### config.mk
export PLATFORM = sky130hd
export DESIGN_NAME = acc_cpu_core
export DESIGN_NICKNAME = d
export VERILOG_FILES = /design/src/rtl/acc_cpu_core.sv
export SDC_FILE = /design/constraint.sdc
export NUM_CORES = 1
export LEC_CHECK = 0
export CAP_MARGIN = 5
export CORE_UTILIZATION = 25
export CTS_CLUSTER_SIZE = 25
export DETAILED_ROUTE_END_ITERATION = 7
export SETUP_SLACK_MARGIN = 0.4
export SYNTH_ARGS = -nofsm -noshare
export SYNTH_HDL_FRONTEND = slang
export SYNTH_SLANG_ARGS = --single-unit
### constraint.sdc
create_clock -name clk -period 4.2 [get_ports clk]
set_input_delay 0.63 -clock clk [delete_from_list [all_inputs] [get_ports clk]]
set_output_delay 0.63 -clock clk [all_outputs]
set_load 0.02 [all_outputs]
### src/rtl/acc_cpu_core.sv
// acc_cpu_core: fetch/decode/execute controller for the 8-bit accumulator machine.
// Ports: clk, rst_n (async active-low); rom_adrs/rom_rd/rom_dout program ROM;
//   ram_adrs/ram_din/ram_wr/ram_rd/ram_dout data RAM; acc, pc, halted status.
// Optional: define CPU_CARRY_EN for the carry flag, carry port and jc opcode (07).
module acc_cpu_core #(
  parameter logic [7:0] RESET_PC = 8'h00,
  parameter int         DW       = 8
) (
  input  logic          clk,
  input  logic          rst_n,
  output logic [DW-1:0] rom_adrs,
  output logic          rom_rd,
  input  logic [DW-1:0] rom_dout,
  output logic [DW-1:0] ram_adrs,
  output logic [DW-1:0] ram_din,
  output logic          ram_wr,
  output logic          ram_rd,
  input  logic [DW-1:0] ram_dout,
  output logic [DW-1:0] acc,
  output logic [DW-1:0] pc,
`ifdef CPU_CARRY_EN
  output logic          carry,
`endif
  output logic          halted
);

  localparam logic [7:0] OP_NOP  = 8'h00;
  localparam logic [7:0] OP_LDI  = 8'h01;
  localparam logic [7:0] OP_LD   = 8'h02;
  localparam logic [7:0] OP_ADDI = 8'h03;
  localparam logic [7:0] OP_ADD  = 8'h04;
  localparam logic [7:0] OP_ST   = 8'h05;
  localparam logic [7:0] OP_JMP  = 8'h06;
`ifdef CPU_CARRY_EN
  localparam logic [7:0] OP_JC   = 8'h07;
`endif

  typedef enum logic [1:0] {
    S_FETCH_OP,
    S_FETCH_ARG,
    S_EXEC,
    S_HALT
  } state_t;

  state_t      state_q, state_d;
  logic [7:0]  pc_q, pc_d;
  logic [7:0]  acc_q, acc_d;
  logic [7:0]  op_q, op_d;
  logic [7:0]  arg_q, arg_d;
  logic [7:0]  ram_adrs_q, ram_adrs_d;
  logic [7:0]  ram_din_q, ram_din_d;
  logic        ram_wr_q, ram_wr_d;
  logic        ram_rd_q, ram_rd_d;
  logic        halted_q, halted_d;
  logic [7:0]  addend;
`ifdef CPU_CARRY_EN
  logic        carry_q, carry_d;
  logic [8:0]  sum;
`else
  logic [7:0]  sum;
`endif

  // RAM strobes are registered: they are set up while the operand is
  // fetched (opcode already known) so they are clean for the whole S_EXEC.
  logic op_rd;
  logic op_wr;
  assign op_rd = (op_q == OP_LD) || (op_q == OP_ADD);
  assign op_wr = (op_q == OP_ST);

  assign addend = (op_q == OP_ADD) ? ram_dout : arg_q;
`ifdef CPU_CARRY_EN
  assign sum = {1'b0, acc_q} + {1'b0, addend};
`else
  assign sum = acc_q + addend;
`endif

  always_comb begin
    state_d    = state_q;
    pc_d       = pc_q;
    acc_d      = acc_q;
    op_d       = op_q;
    arg_d      = arg_q;
    ram_adrs_d = ram_adrs_q;
    ram_din_d  = ram_din_q;
    ram_wr_d   = 1'b0;
    ram_rd_d   = 1'b0;
    halted_d   = halted_q;
`ifdef CPU_CARRY_EN
    carry_d    = carry_q;
`endif
    unique case (state_q)
      S_FETCH_OP: begin
        op_d    = rom_dout;
        pc_d    = pc_q + 8'd1;
        state_d = S_FETCH_ARG;
      end
      S_FETCH_ARG: begin
        arg_d   = rom_dout;
        pc_d    = pc_q + 8'd1;
        state_d = S_EXEC;
        if (op_rd || op_wr) begin
          ram_adrs_d = rom_dout;
          ram_din_d  = acc_q;
        end
        ram_rd_d = op_rd;
        ram_wr_d = op_wr;
      end
      S_EXEC: begin
        state_d = S_FETCH_OP;
        case (op_q)
          OP_NOP: ;
          OP_LDI: begin
            acc_d = arg_q;
`ifdef CPU_CARRY_EN
            carry_d = 1'b0;
`endif
          end
          OP_LD: begin
            acc_d = ram_dout;
`ifdef CPU_CARRY_EN
            carry_d = 1'b0;
`endif
          end
          OP_ADDI, OP_ADD: begin
            acc_d = sum[7:0];
`ifdef CPU_CARRY_EN
            carry_d = sum[8];
`endif
          end
          OP_ST: ;
          OP_JMP: pc_d = arg_q;
`ifdef CPU_CARRY_EN
          OP_JC: if (carry_q) pc_d = arg_q;
`endif
          default: begin
            state_d  = S_HALT;
            halted_d = 1'b1;
          end
        endcase
      end
      S_HALT: ;
    endcase
  end

  always_ff @(posedge clk or negedge rst_n) begin
    if (!rst_n) begin
      state_q    <= S_FETCH_OP;
      pc_q       <= RESET_PC;
      acc_q      <= 8'h00;
      op_q       <= 8'h00;
      arg_q      <= 8'h00;
      ram_adrs_q <= 8'h00;
      ram_din_q  <= 8'h00;
      ram_wr_q   <= 1'b0;
      ram_rd_q   <= 1'b0;
      halted_q   <= 1'b0;
`ifdef CPU_CARRY_EN
      carry_q    <= 1'b0;
`endif
    end else begin
      state_q    <= state_d;
      pc_q       <= pc_d;
      acc_q      <= acc_d;
      op_q       <= op_d;
      arg_q      <= arg_d;
      ram_adrs_q <= ram_adrs_d;
      ram_din_q  <= ram_din_d;
      ram_wr_q   <= ram_wr_d;
      ram_rd_q   <= ram_rd_d;
      halted_q   <= halted_d;
`ifdef CPU_CARRY_EN
      carry_q    <= carry_d;
`endif
    end
  end

  // Reset parks the FSM in S_FETCH_OP; gating keeps the ROM idle until release.
  assign rom_rd   = rst_n &
                    ((state_q == S_FETCH_OP) || (state_q == S_FETCH_ARG));
  assign rom_adrs = pc_q;
  assign ram_adrs = ram_adrs_q;
  assign ram_din  = ram_din_q;
  assign ram_wr   = ram_wr_q;
  assign ram_rd   = ram_rd_q;
  assign acc      = acc_q;
  assign pc       = pc_q;
  assign halted   = halted_q;
`ifdef CPU_CARRY_EN
  assign carry    = carry_q;
`endif

endmodule
After elaboration in Yosys (flattened, before gate mapping)
Cells that the tools add are included.
Storage, ports and cells
  word-level logic and storage cells: 46
  input port bits: 18
  output and inout bits: 44
  flip-flop bits (word level): 53
Cells by class
  reduce and logical (&&, ||, !) cells: 15
  multiplexer cells: 8
  eq/ne operators: 9
  bitwise gates (word level): 2
  add/sub/neg operators: 2
Operators by type and width (number)
  == test 8 x 3 -> 1 bit (second input constant): 3
  case mux 8 bit (3 select lines): 1
  == test 8 x 2 -> 1 bit (second input constant): 2
  two-way mux 8 bit: 2
  case mux 8 bit (2 select lines): 1
  adder 8 x 1 -> 8 bit (second input constant): 1
  adder 8 bit: 1
  == test 8 x 1 -> 1 bit (second input constant): 1
  logical NOT 8 bit: 1
  AND reduction 2 bit: 4
  OR reduction 7 bit: 1
  case mux 2 bit (3 select lines): 1
  nonzero test 3 bit: 2
  OR reduction 2 bit: 2
  logical OR 1 bit: 3
  == test 2 x 1 -> 1 bit (second input constant): 1
  == test 2 bit (second input constant): 1
  logical NOT 2 bit: 1
  two-way mux 1 bit: 2
  two-way mux 2 bit: 1
  inequality test 2 bit (second input constant): 1
  nonzero test 2 bit: 1
  bitwise AND 1 bit: 1
  inverter 1 bit: 1

Logic depth before layout (Yosys ltp)
Gate-level depths: netlist (run 1).
  depth after elaboration: 4
  depth in mapped cells: 13
  depth with buffers taken out: 11

Least setup slack after synthesis (run 1)
OpenSTA, ideal clock, no wires.
  kind: register -> register
  from: register op_q[1]
  to: register acc_q[1] (netlist: acc[1])
  setup slack: 1.024 ns
  cell stages (with the launch flop): 13
  buffers on the path: 2
  data required time: 4.123 ns
  library setup time: 0.077 ns
  arrival: 3.098 ns
  period minus slack after synthesis: 3.176 ns
  cells stage by stage: dfrtp_1 > buf_2 > clkbuf_1 > nor4_1 > nand2_1 > mux2_2 > ha_1 > inv_1 > fa_1 > or3_1 > o311ai_2 > a22oi_1 > a21oi_1
Between the ends
  word-level cells in the longest chain between the ends: 4
  elaborated cells on any way between the ends: 10
  classes of those cells: add/sub (1); eq/ne (4); mux (2); reduce/logical (3)
RTL lines
  start, declared: RTL line 48  | logic [7:0] op_q, op_d;
  start signal, assigned: RTL line 164  | op_q <= op_d;
  == test 8 x 3 -> 1 bit / == test 8 x 2 -> 1 bit (equally long branches): RTL line 70, 110
  two-way mux 8 bit / OR reduction 2 bit (equally long branches): RTL line 70, 110
  adder 8 bit / nonzero test 3 bit (equally long branches)
  case mux 8 bit (3 select lines) / AND reduction 2 bit (equally long branches)
  end signal, assigned: RTL line 149  | acc_q <= 8'h00;
  end signal, assigned: RTL line 163  | acc_q <= acc_d;
  end, declared: RTL line 47  | logic [7:0] acc_q, acc_d;
Several ways; a longest one is shown, not always the timed one.
A chain may end at the register's enable or synchronous reset.

Final worst setup path (run 1)
  from: register op_q[1]
  to: register acc_q[6] (netlist: acc[6])
Same word-level chain as after synthesis.

==> reports/metrics.yaml, run 1 <==
clkTransAtPathRegs_ns: 0.07
path_buf_inv: 1
cts_resized: 0
clockBufferDepth: 2
critPathLaunchType: "register"
p_sw_mw: 1.37
avgSynthCellArea_um2: 10.9
ir_worst_vdd_mv: 0.241
area_growth_pct: 27.9
hp-start: "halted"
rows: 40
fillers: 1255
ys_types: 65
slew_headroom_pct: 48.0
remaining_drc_errors: 0
power.leakage_nw: 1.61
antenna_found_initial: 0
switching_share_pct: 42.6
hold_ws_ns: 0.479
critPathKind: "reg -> reg"
dieArea_mm2: 0.0130
fp.coreArea_mm2: 0.0121
syn-instance-count: 287
power_mw: 3.21
cts_buffers: 5
period_share_pct: 82.6
r2r_end: "acc[6]"
max_freq_ghz: 0.288
finalHoldViolations: 0
port_buffers: 61
crit_arrival_ns: 3.69
final-max-slew-violation-count: 0
dpl.hpwl_mm: 5.81
h-tree-depth: 2
rsz0062_at_grt: "no"
path_cells: "nor4_1, nand2_1, mux2_2, ha_1, inv_1, fa_1, nor2b_1, o31a_1, o31ai_1, mux2_2, a21oi_1"
combPwrFrac_pct: 54.4
crit_path_frequent_cell: "mux2_2"
cap_violations: 0
nets: 371
dpl-instance-area_mm2: 0.00386
r2r_cells: 11
drive_above_1_share_pct: 17.4
cp.required_ns: 4.43
r2r-start: "op_q[1]"
clockRootBuffer: "clkbuf_16"
holdPathEnd: "halted"
hold_depth: 1
synth_nets: 319
yosysSeqAreaShare_pct: 42.2
rrSetupSlack_ns: 0.73
post_cts_buffers: 0
setup_violations: 0
gp_congestion: 0.851
grt_max_degree: 54
io_pins: 62
async_reset_ff_share_pct: 100
slowest_stage: "dfrtp_1"
initial_core_util_pct: 25.9
tns_ns: 0
postLayoutCellArea_mm2: 0.00402
cts_sinks: 53
power.share.clock_pct: 13.4
cellPowerDensity_mw_per_mm2: 799
synth_edf_count: 0
ant_nets: 0
grt_use_total_pct: 13.0
status: "finished clean"
drt_iter0_drc: 85
drtPass1Iterations: 4
insertion_delay_ns: 0.30
skew_ns: 0.00619
p_int_mw: 1.84
cts-hold-fix-buffers: 0
routed_wl_mm: 7.95
critPathMaxFanout: 17
synth-main-ff-cell: "dfrtp_1"
detail_route.wl_per_cell_um: 15.7
tightest_slew_ns: 0.777
grt_pass1_wl_mm: 12.8
cpPeakStageDelay_ns: 0.56
cts_tree: "done"
worst_setup_path_end_kind: "register"
dr_total_vias: 2413
final_util_pct: 33.2
p_seq_share_pct: 32.2
final.min_clock_period_ns: 3.47
min_path_type: "reg -> reg"
grt-ovfl-total: 0
synth_area_mm2: 0.00314
synth_warnings: 0
diodes: 0
die_x_um: 114
vias_per_cell: 4.75
synth-seq-cells: 53
grt_pass1_vias: 2292
die_h_um: 114
cp_top_family: "simple AND/OR/NAND/NOR gates"
## synth_stat cells, drive strengths merged (3+ instances only)
| cell | number | area [µm²] |
|---|---|---|
| a21oi | 13 | 65.1 |
| a22oi | 4 | 30.0 |
| a31oi | 6 | 37.5 |
| and4 | 3 | 26.3 |
| buf | 12 | 85.1 |
| clkbuf | 6 | 22.5 |
| dfrtp | 53 | 1330 |
| ha | 13 | 163 |
| inv | 10 | 37.5 |
| mux2 | 41 | 469 |
| mux2i | 5 | 50.1 |
| nand2 | 22 | 85.1 |
| nand2b | 6 | 37.5 |
| nand3 | 3 | 15.0 |
| nor2 | 15 | 58.8 |
| nor2b | 3 | 18.8 |
| nor4 | 3 | 33.8 |
| o21ai | 16 | 91.3 |
| o31ai | 3 | 22.5 |
| or2 | 3 | 18.8 |
| or4 | 3 | 30.0 |
## worst max path at each step
stage,start,end,slack [ns],depth (start not counted)
after floorplan,op_q[1],acc[1],1.02,12
after global placement,op_q[1],acc[1],0.86,10
after detailed placement,op_q[1],acc[1],0.76,10
after CTS,op_q[1],acc[1],0.74,10
after global routing,op_q[1],acc[1],0.42,10
final,op_q[1],acc[6],0.73,11
## kinds of logic after synthesis
kind of cell / after synthesis / share of synthesized area, %
AOI/OAI and AO/OA: 64 / 15.1
adders and majority gates: 14 / 5.82
xor gates and xnor gates: 4 / 1.12
buffers and inverters: 28 / 4.62
muxes: 46 / 16.5
and+or+nand+nor: 78 / 14.6
DFF: 53 / 42.2
## metal layers
metal / track usage (%) / wire length (µm) / vias to the layer above
li1: - / - / 1161
met1: 17.9 / 3850 / 1184
met2: 20.2 / 3650 / 59
met3: 2.75 / 329 / 9
met4: 4.42 / 125 / 0
met5: 0 / 0 / -
## power by group through the flow
stage | Clock (mW) | Combinational, mW | Sequential [mW]
6_report | 0.431 | 1.74 | 1.03
5_1_grt | 0.473 | 1.90 | 1.08
4_1_cts | 0.450 | 1.74 | 1.04
3_5_place_dp | 0 | 1.73 | 1.05
3_3_place_gp | 0 | 1.70 | 1.03
2_1_floorplan | 0 | 1.13 | 1.07
## through the flow
step,setup WS [ns],cells
after detailed placement,0.756,500
after floorplan,1.02,287
after CTS,0.744,508
final,0.732,508
after global placement,0.863,500
after global routing,0.415,508
## cells in the final DEF (no fill, tap or decap), types with 3 or more instances in the layout
cell type         n
clkdlybuf4s50_1  60
dfrtp_1          53
mux2_2           31
nand2_1          21
nor2_1           14
o21ai_0          13
a21oi_1          13
ha_1             13
inv_1            10
mux2_1            8
nand2b_1          6
a31oi_1           6
mux2i_1           5
clkbuf_16         5
a22oi_1           4
or2_2             3
nor2b_1           3
and4_1            3
nand3_1           3
o31ai_1           3
## area by class of cell
cell class	count	area, µm²	area share [%]
repair buffers	63	621	15.5
well taps	168	210	5.23
inverters	10	37.5	0.935
multi-input cells	206	1670	41.6
clock inverters	2	13.8	0.343
flip-flops and latches	53	1330	33.0
clock buffers	6	139	3.46
## flip-flops by register name, summed over array words and instances, names as in the netlist
name	flops
ram_wr	1
halted	1
arg_q	8
pc	8
ram_rd	1
state_q	2
ram_adrs	8
op_q	8
acc	8
ram_din	8
Power figures use the tool's default switching activity.
==> run 2: changes to the inputs <==
- clock period: 4.2 -> 2.9 ns (I/O delays scaled with it)
==> run 2 against run 1 <==
Effect of this change:
- critical path depth down 1
- sequential share of layout area shrank 1.8 points
- routed wire length grew 6.5%
- total power increased by 58%
- critical endpoint unchanged
- largest cell class unchanged
- largest power group unchanged
==> reports/metrics.yaml, run 2 (synthesis results as in run 1) <==
dieArea_mm2: 0.0130  # unchanged
dpl-instance-area_mm2: 0.00400  # was 0.00386 mm²
ir_worst_vdd_mv: 0.343  # was 0.241 mV
final_common_cell: "clkdlybuf4s50_1"  # unchanged
cp-startpoint: "op_q[0]"  # was op_q[1]
skew_ns: 0.0105  # was 0.00619 ns
slowest_stage: "dfrtp_1"  # unchanged
grt_use_total_pct: 13.7  # was 13.0%
dpl.hpwl_mm: 6.16  # was 5.81 mm
vias_per_cell: 4.86  # was 4.75
cp.depth: 10  # was 11
dr_total_vias: 2532  # was 2413
detail_route.wl_per_cell_um: 16.3  # was 15.7 µm
routed_wl_mm: 8.47  # was 7.95 mm
cts_buffers: 5  # unchanged
cpPeakStageDelay_ns: 0.42  # was 0.56 ns
drtPass1Iterations: 4  # unchanged
clockRootBuffer: "clkbuf_16"  # unchanged
grt_pass1_vias: 2551  # was 2292
r2r_cells: 10  # was 11
tightest_slew_ns: 0.741  # was 0.777 ns
path_cells: "nor4b_4, nand2_2, buf_4, mux2_2, ha_4, nor2b_2, o31a_1, o31ai_2, mux2_2, a21oi_1"  # was nor4_1, nand2_1, mux2_2, ha_1, inv_1, fa_1, nor2b_1, o31a_1, o31ai_1, mux2_2, a21oi_1
area_growth_pct: 35.2  # was 27.9%
crit_path_frequent_cell: "mux2_2"  # unchanged
final-max-slew-violation-count: 0  # unchanged
diodes: 0  # unchanged
clockBufferDepth: 2  # unchanged
grt_pass1_wl_mm: 13.7  # was 12.8 mm
rrSetupSlack_ns: 0.14  # was 0.73 ns
port_buffers: 61  # unchanged
initial_core_util_pct: 25.9  # unchanged
period_share_pct: 95.2  # was 82.6%
rsz0062_at_grt: "yes"  # was no
tns_ns: 0  # unchanged
cts-hold-fix-buffers: 0  # unchanged
gp_congestion: 0.873  # was 0.851
dp_worst_setup_slack_ns: 0.119  # was 0.756 ns
path_buf_inv: 1  # unchanged
clkTransAtPathRegs_ns: 0.08  # was 0.07 ns
cellPowerDensity_mw_per_mm2: 1200  # was 799 mW/mm²
cts_sinks: 53  # unchanged
status: "finished clean"  # unchanged
cp_top_family: "simple AND/OR/NAND/NOR gates"  # unchanged
finalHoldViolations: 0  # unchanged
cts_tree: "done"  # unchanged
final.min_clock_period_ns: 2.76  # was 3.47 ns
worst_setup_path_end_kind: "register"  # unchanged
fin_ws_ns: 0.139  # was 0.732 ns
remaining_drc_errors: 0  # unchanged
die_x_um: 114  # unchanged
cap_violations: 0  # unchanged
ant_nets: 0  # unchanged
critPathLaunchType: "register"  # unchanged
h-tree-depth: 2  # unchanged
grt-ovfl-total: 0  # unchanged
critPathKind: "reg -> reg"  # unchanged
insertion_delay_ns: 0.30  # about the same
postLayoutCellArea_mm2: 0.00425  # was 0.00402 mm²
hold_ws_ns: 0.300  # was 0.479 ns
drive_above_1_share_pct: 24.9  # was 17.4%
setup_violations: 0  # unchanged
r2r-start: "op_q[0]"  # was op_q[1]
power_mw: 5.08  # was 3.21 mW
fp.coreArea_mm2: 0.0121  # unchanged
io_pins: 62  # unchanged
critPathMaxFanout: 4  # was 17
r2r_end: "acc[6]"  # unchanged
power.leakage_nw: 1.71  # was 1.61 nW
max_freq_ghz: 0.362  # was 0.288 GHz
crit_arrival_ns: 2.99  # was 3.69 ns
drt_iter0_drc: 105  # was 85
layout_common_cells: "clkdlybuf4s50_1 (59), dfrtp_1 (52), mux2_2 (30)"  # was clkdlybuf4s50_1 (60), dfrtp_1 (53), mux2_2 (31)
grt_max_degree: 54  # unchanged
rows: 40  # unchanged
cp-endpoint: "acc[6]"  # unchanged
nets: 384  # was 371
slew_headroom_pct: 50.4  # was 48.0%
min_path_type: "in -> async"  # was reg -> reg
die_h_um: 114  # unchanged
antenna_found_initial: 0  # unchanged
cp.required_ns: 3.13  # was 4.43 ns
run 2: area by class of cell:
cell class	instances	area, µm²
Timing Repair Buffer	76	721
Fill cell	1216	7870
Multi-Input combinational cell	206	1780
Sequential cell	53	1330
Tap cell	168	210
Clock buffer	7	143
Clock inverter	1	30.0
Inverter	10	37.5
run 2: routing by layer:
| metal | GRT usage (%) | up-vias | wire [µm] |
|---|---|---|---|
| li1 | - | 1185 | - |
| met1 | 18.8 | 1241 | 3930 |
| met2 | 21.4 | 90 | 3890 |
| met3 | 2.33 | 16 | 457 |
| met4 | 5.54 | 0 | 193 |
| met5 | 0 | - | 0 |
run 2: how the worst min path moves through the flow:
stage,endpoint,slack (ns),cells after the start
floorplan,acc[0],0.14,0
global placement,halted,0.46,1
detailed placement,halted,0.46,1
CTS,ram_adrs[6],0.35,2
global route,ram_adrs[1],0.38,2
finish,ram_adrs[1],0.30,2
run 2: what timing repair did:
item | CTS | global route
pin swaps | 2 | 5
setup buffers | 1 | 2
resized for setup | 7 | 8
endpoints found under the setup margin | 6 | 7
cloned | 0 | 0
run 2: power breakdown:
group / internal [mW] / leakage, nW / switching [mW]
registers: 1.05 / 0.633 / 0.381
clock network: 0.432 / 0.0841 / 0.281
logic: 1.46 / 0.991 / 1.47
run 2: through the flow:
step,std cells,utilization (%)
global route,521,35.1
global placement,510,33.0
finish,521,35.1
detailed placement,510,33.0
CTS,519,34.7
floorplan,287,-
==> run 3: changes to the inputs <==
- PLACE_DENSITY: not set -> 0.42
==> run 3 against run 2 <==
Effect of this change:
- die area unchanged
- total power up 0.27%
- hold slack better by 0.020 ns
- largest cell class unchanged
- highest routed layer unchanged
- cell area up 1.5%
==> reports/metrics.yaml, run 3 (synthesis results as in run 1) <==
status: "finished clean"  # unchanged
drt_iter0_drc: 75  # was 105
layout_common_cells: "clkdlybuf4s50_1 (59), dfrtp_1 (51), mux2_2 (28)"  # was clkdlybuf4s50_1 (59), dfrtp_1 (52), mux2_2 (30)
die_h_um: 114  # unchanged
cp.required_ns: 3.12  # was 3.13 ns
final-max-slew-violation-count: 0  # unchanged
dpl-instance-area_mm2: 0.00401  # was 0.00400 mm²
vias_per_cell: 4.76  # was 4.86
combPwrFrac_pct: 59.1  # was 57.7%
antenna_found_initial: 0  # unchanged
cts_sinks: 53  # unchanged
gp_congestion: 0.783  # was 0.873
port_buffers: 61  # unchanged
critPathMaxFanout: 5  # was 4
insertion_delay_ns: 0.29  # was 0.30 ns
grt_pass1_vias: 2516  # was 2551
die_x_um: 114  # unchanged
area_growth_pct: 37.3  # was 35.2%
fp.coreArea_mm2: 0.0121  # unchanged
grt_use_total_pct: 14.4  # was 13.7%
final.min_clock_period_ns: 2.75  # was 2.76 ns
path_buf_inv: 1  # unchanged
fin_cells: 527  # was 521
routed_wl_mm: 8.74  # was 8.47 mm
power.leakage_nw: 1.74  # was 1.71 nW
clockBufferDepth: 2  # unchanged
cp_top_family: "simple AND/OR/NAND/NOR gates"  # unchanged
final_common_cell: "clkdlybuf4s50_1"  # unchanged
dp.cells: 512  # was 510
rsz0062_at_grt: "yes"  # unchanged
diodes: 0  # unchanged
grt_max_degree: 54  # unchanged
skew_ns: 0.00545  # was 0.0105 ns
power.share.clock_pct: 12.3  # was 14.0%
clkTransAtPathRegs_ns: 0.07  # was 0.08 ns
p_sw_mw: 2.17  # was 2.13 mW
detail_route.wl_per_cell_um: 16.6  # was 16.3 µm
grt-ovfl-total: 0  # unchanged
cts_tree: "done"  # unchanged
min_path_type: "in -> async"  # unchanged
p_int_mw: 2.92  # was 2.95 mW
cts_buffers: 5  # unchanged
cap_violations: 0  # unchanged
p_seq_share_pct: 28.6  # was 28.2%
hold_ws_ns: 0.321  # was 0.300 ns
path_cells: "nor4b_4, nand2_2, mux2_4, ha_4, inv_2, fa_2, or3_4, o311ai_2, a22oi_1, a21oi_1"  # was nor4b_4, nand2_2, buf_4, mux2_2, ha_4, nor2b_2, o31a_1, o31ai_2, mux2_2, a21oi_1
slew_headroom_pct: 49.4  # was 50.4%
tightest_slew_ns: 0.755  # was 0.741 ns
power_mw: 5.09  # was 5.08 mW
period_share_pct: 94.7  # was 95.2%
dieArea_mm2: 0.0130  # unchanged
setup_violations: 0  # unchanged
drtPass1Iterations: 5  # was 4
crit_arrival_ns: 2.96  # was 2.99 ns
cellPowerDensity_mw_per_mm2: 1180  # was 1200 mW/mm²
slowest_stage: "dfrtp_1"  # unchanged
h-tree-depth: 2  # unchanged
grt_pass1_wl_mm: 14.0  # was 13.7 mm
initial_core_util_pct: 25.9  # unchanged
drive_above_1_share_pct: 27.6  # was 24.9%
cts-hold-fix-buffers: 0  # unchanged
worst_setup_path_end_kind: "register"  # unchanged
cpPeakStageDelay_ns: 0.42  # about the same
postLayoutCellArea_mm2: 0.00431  # was 0.00425 mm²
max_freq_ghz: 0.364  # was 0.362 GHz
critPathLaunchType: "register"  # unchanged
dr_total_vias: 2509  # was 2532
dpl.hpwl_mm: 6.34  # was 6.16 mm
critPathKind: "reg -> reg"  # unchanged
nets: 390  # was 384
remaining_drc_errors: 0  # unchanged
clockRootBuffer: "clkbuf_16"  # unchanged
ir_worst_vdd_mv: 0.388  # was 0.343 mV
rows: 40  # unchanged
finalHoldViolations: 0  # unchanged
ant_nets: 0  # unchanged
io_pins: 62  # unchanged
switching_share_pct: 42.6  # was 42.0%
[run 3: cell count changes in the layout (fill, tap and decap cells not counted), sizes merged]
cell / change
buf: +6
clkinv: +2
bufinv: -1
clkbuf: -1
[run 3: what timing repair did]
action	4_1_cts	5_1_grt
endpoints found under the setup margin	6	8
gates resized for setup	13	8
pin swaps	5	7
setup buffers	6	1
[run 3: through the flow]
step | utilization [%] | setup TNS (ns) | setup WS, ns
finish | 35.6 | 0 | 0.154
global route | 35.6 | -0.0149 | -0.00828
CTS | 35.2 | 0 | 0.133
detailed placement | 33.1 | 0 | 0.0729
global placement | 33.1 | 0 | 0.135
floorplan | - | 0 | 0.0281
[run 3: area by class of cell]
class / count / area (µm²)
Fill cell: 1247 / 7800
Multi-Input combinational cell: 206 / 1810
Sequential cell: 53 / 1330
Timing Repair Buffer: 82 / 769
Tap cell: 168 / 210
Clock buffer: 6 / 139
Inverter: 10 / 37.5
Clock inverter: 2 / 13.8
[run 3: path summary, 6_finish.rpt]
check / from / to / slack (ns) / depth (start not counted)
max: op_q[0] / acc[1] / 0.15 / 10
min: rst_n / ram_adrs[1] / 0.32 / 2
min in group clk: halted / halted / 0.47 / 1
max reg2reg: op_q[0] / acc[1] / 0.15 / 10
min reg2reg: halted / halted / 0.47 / 1
max in group asynchronous: rst_n / op_q[5] / 2.07 / 2
[run 3: power by group through the flow]
stage	combinational, mW	sequential, mW	clock (mW)
after CTS	2.94	1.46	0.649
after global placement	2.78	1.46	0
after global routing	3.30	1.52	0.685
final	3.01	1.45	0.628
after detailed placement	2.78	1.47	0
after floorplan	1.72	1.58	0
[run 3: routing by layer]
layer  vias to the layer above  part of all wire, %  GRT usage [%]
met1                      1249                   49           19.9
met3                        15                  2.6           1.91
met4                         0                  2.8           5.97
met5                         -                    0              0
li1                       1193                    -              -
met2                        52                   45           22.5
[run 3: worst reg2reg max path: cells and delay by family, from the launching register on]
| family | cells | cell delay [ns] |
|---|---|---|
| simple gates | 3 | 0.83 |
| flops | 1 | 0.42 |
| mux | 1 | 0.35 |
| buf+inv | 1 | 0.05 |
| compound gates | 3 | 0.44 |
| fa+ha+maj | 2 | 0.59 |
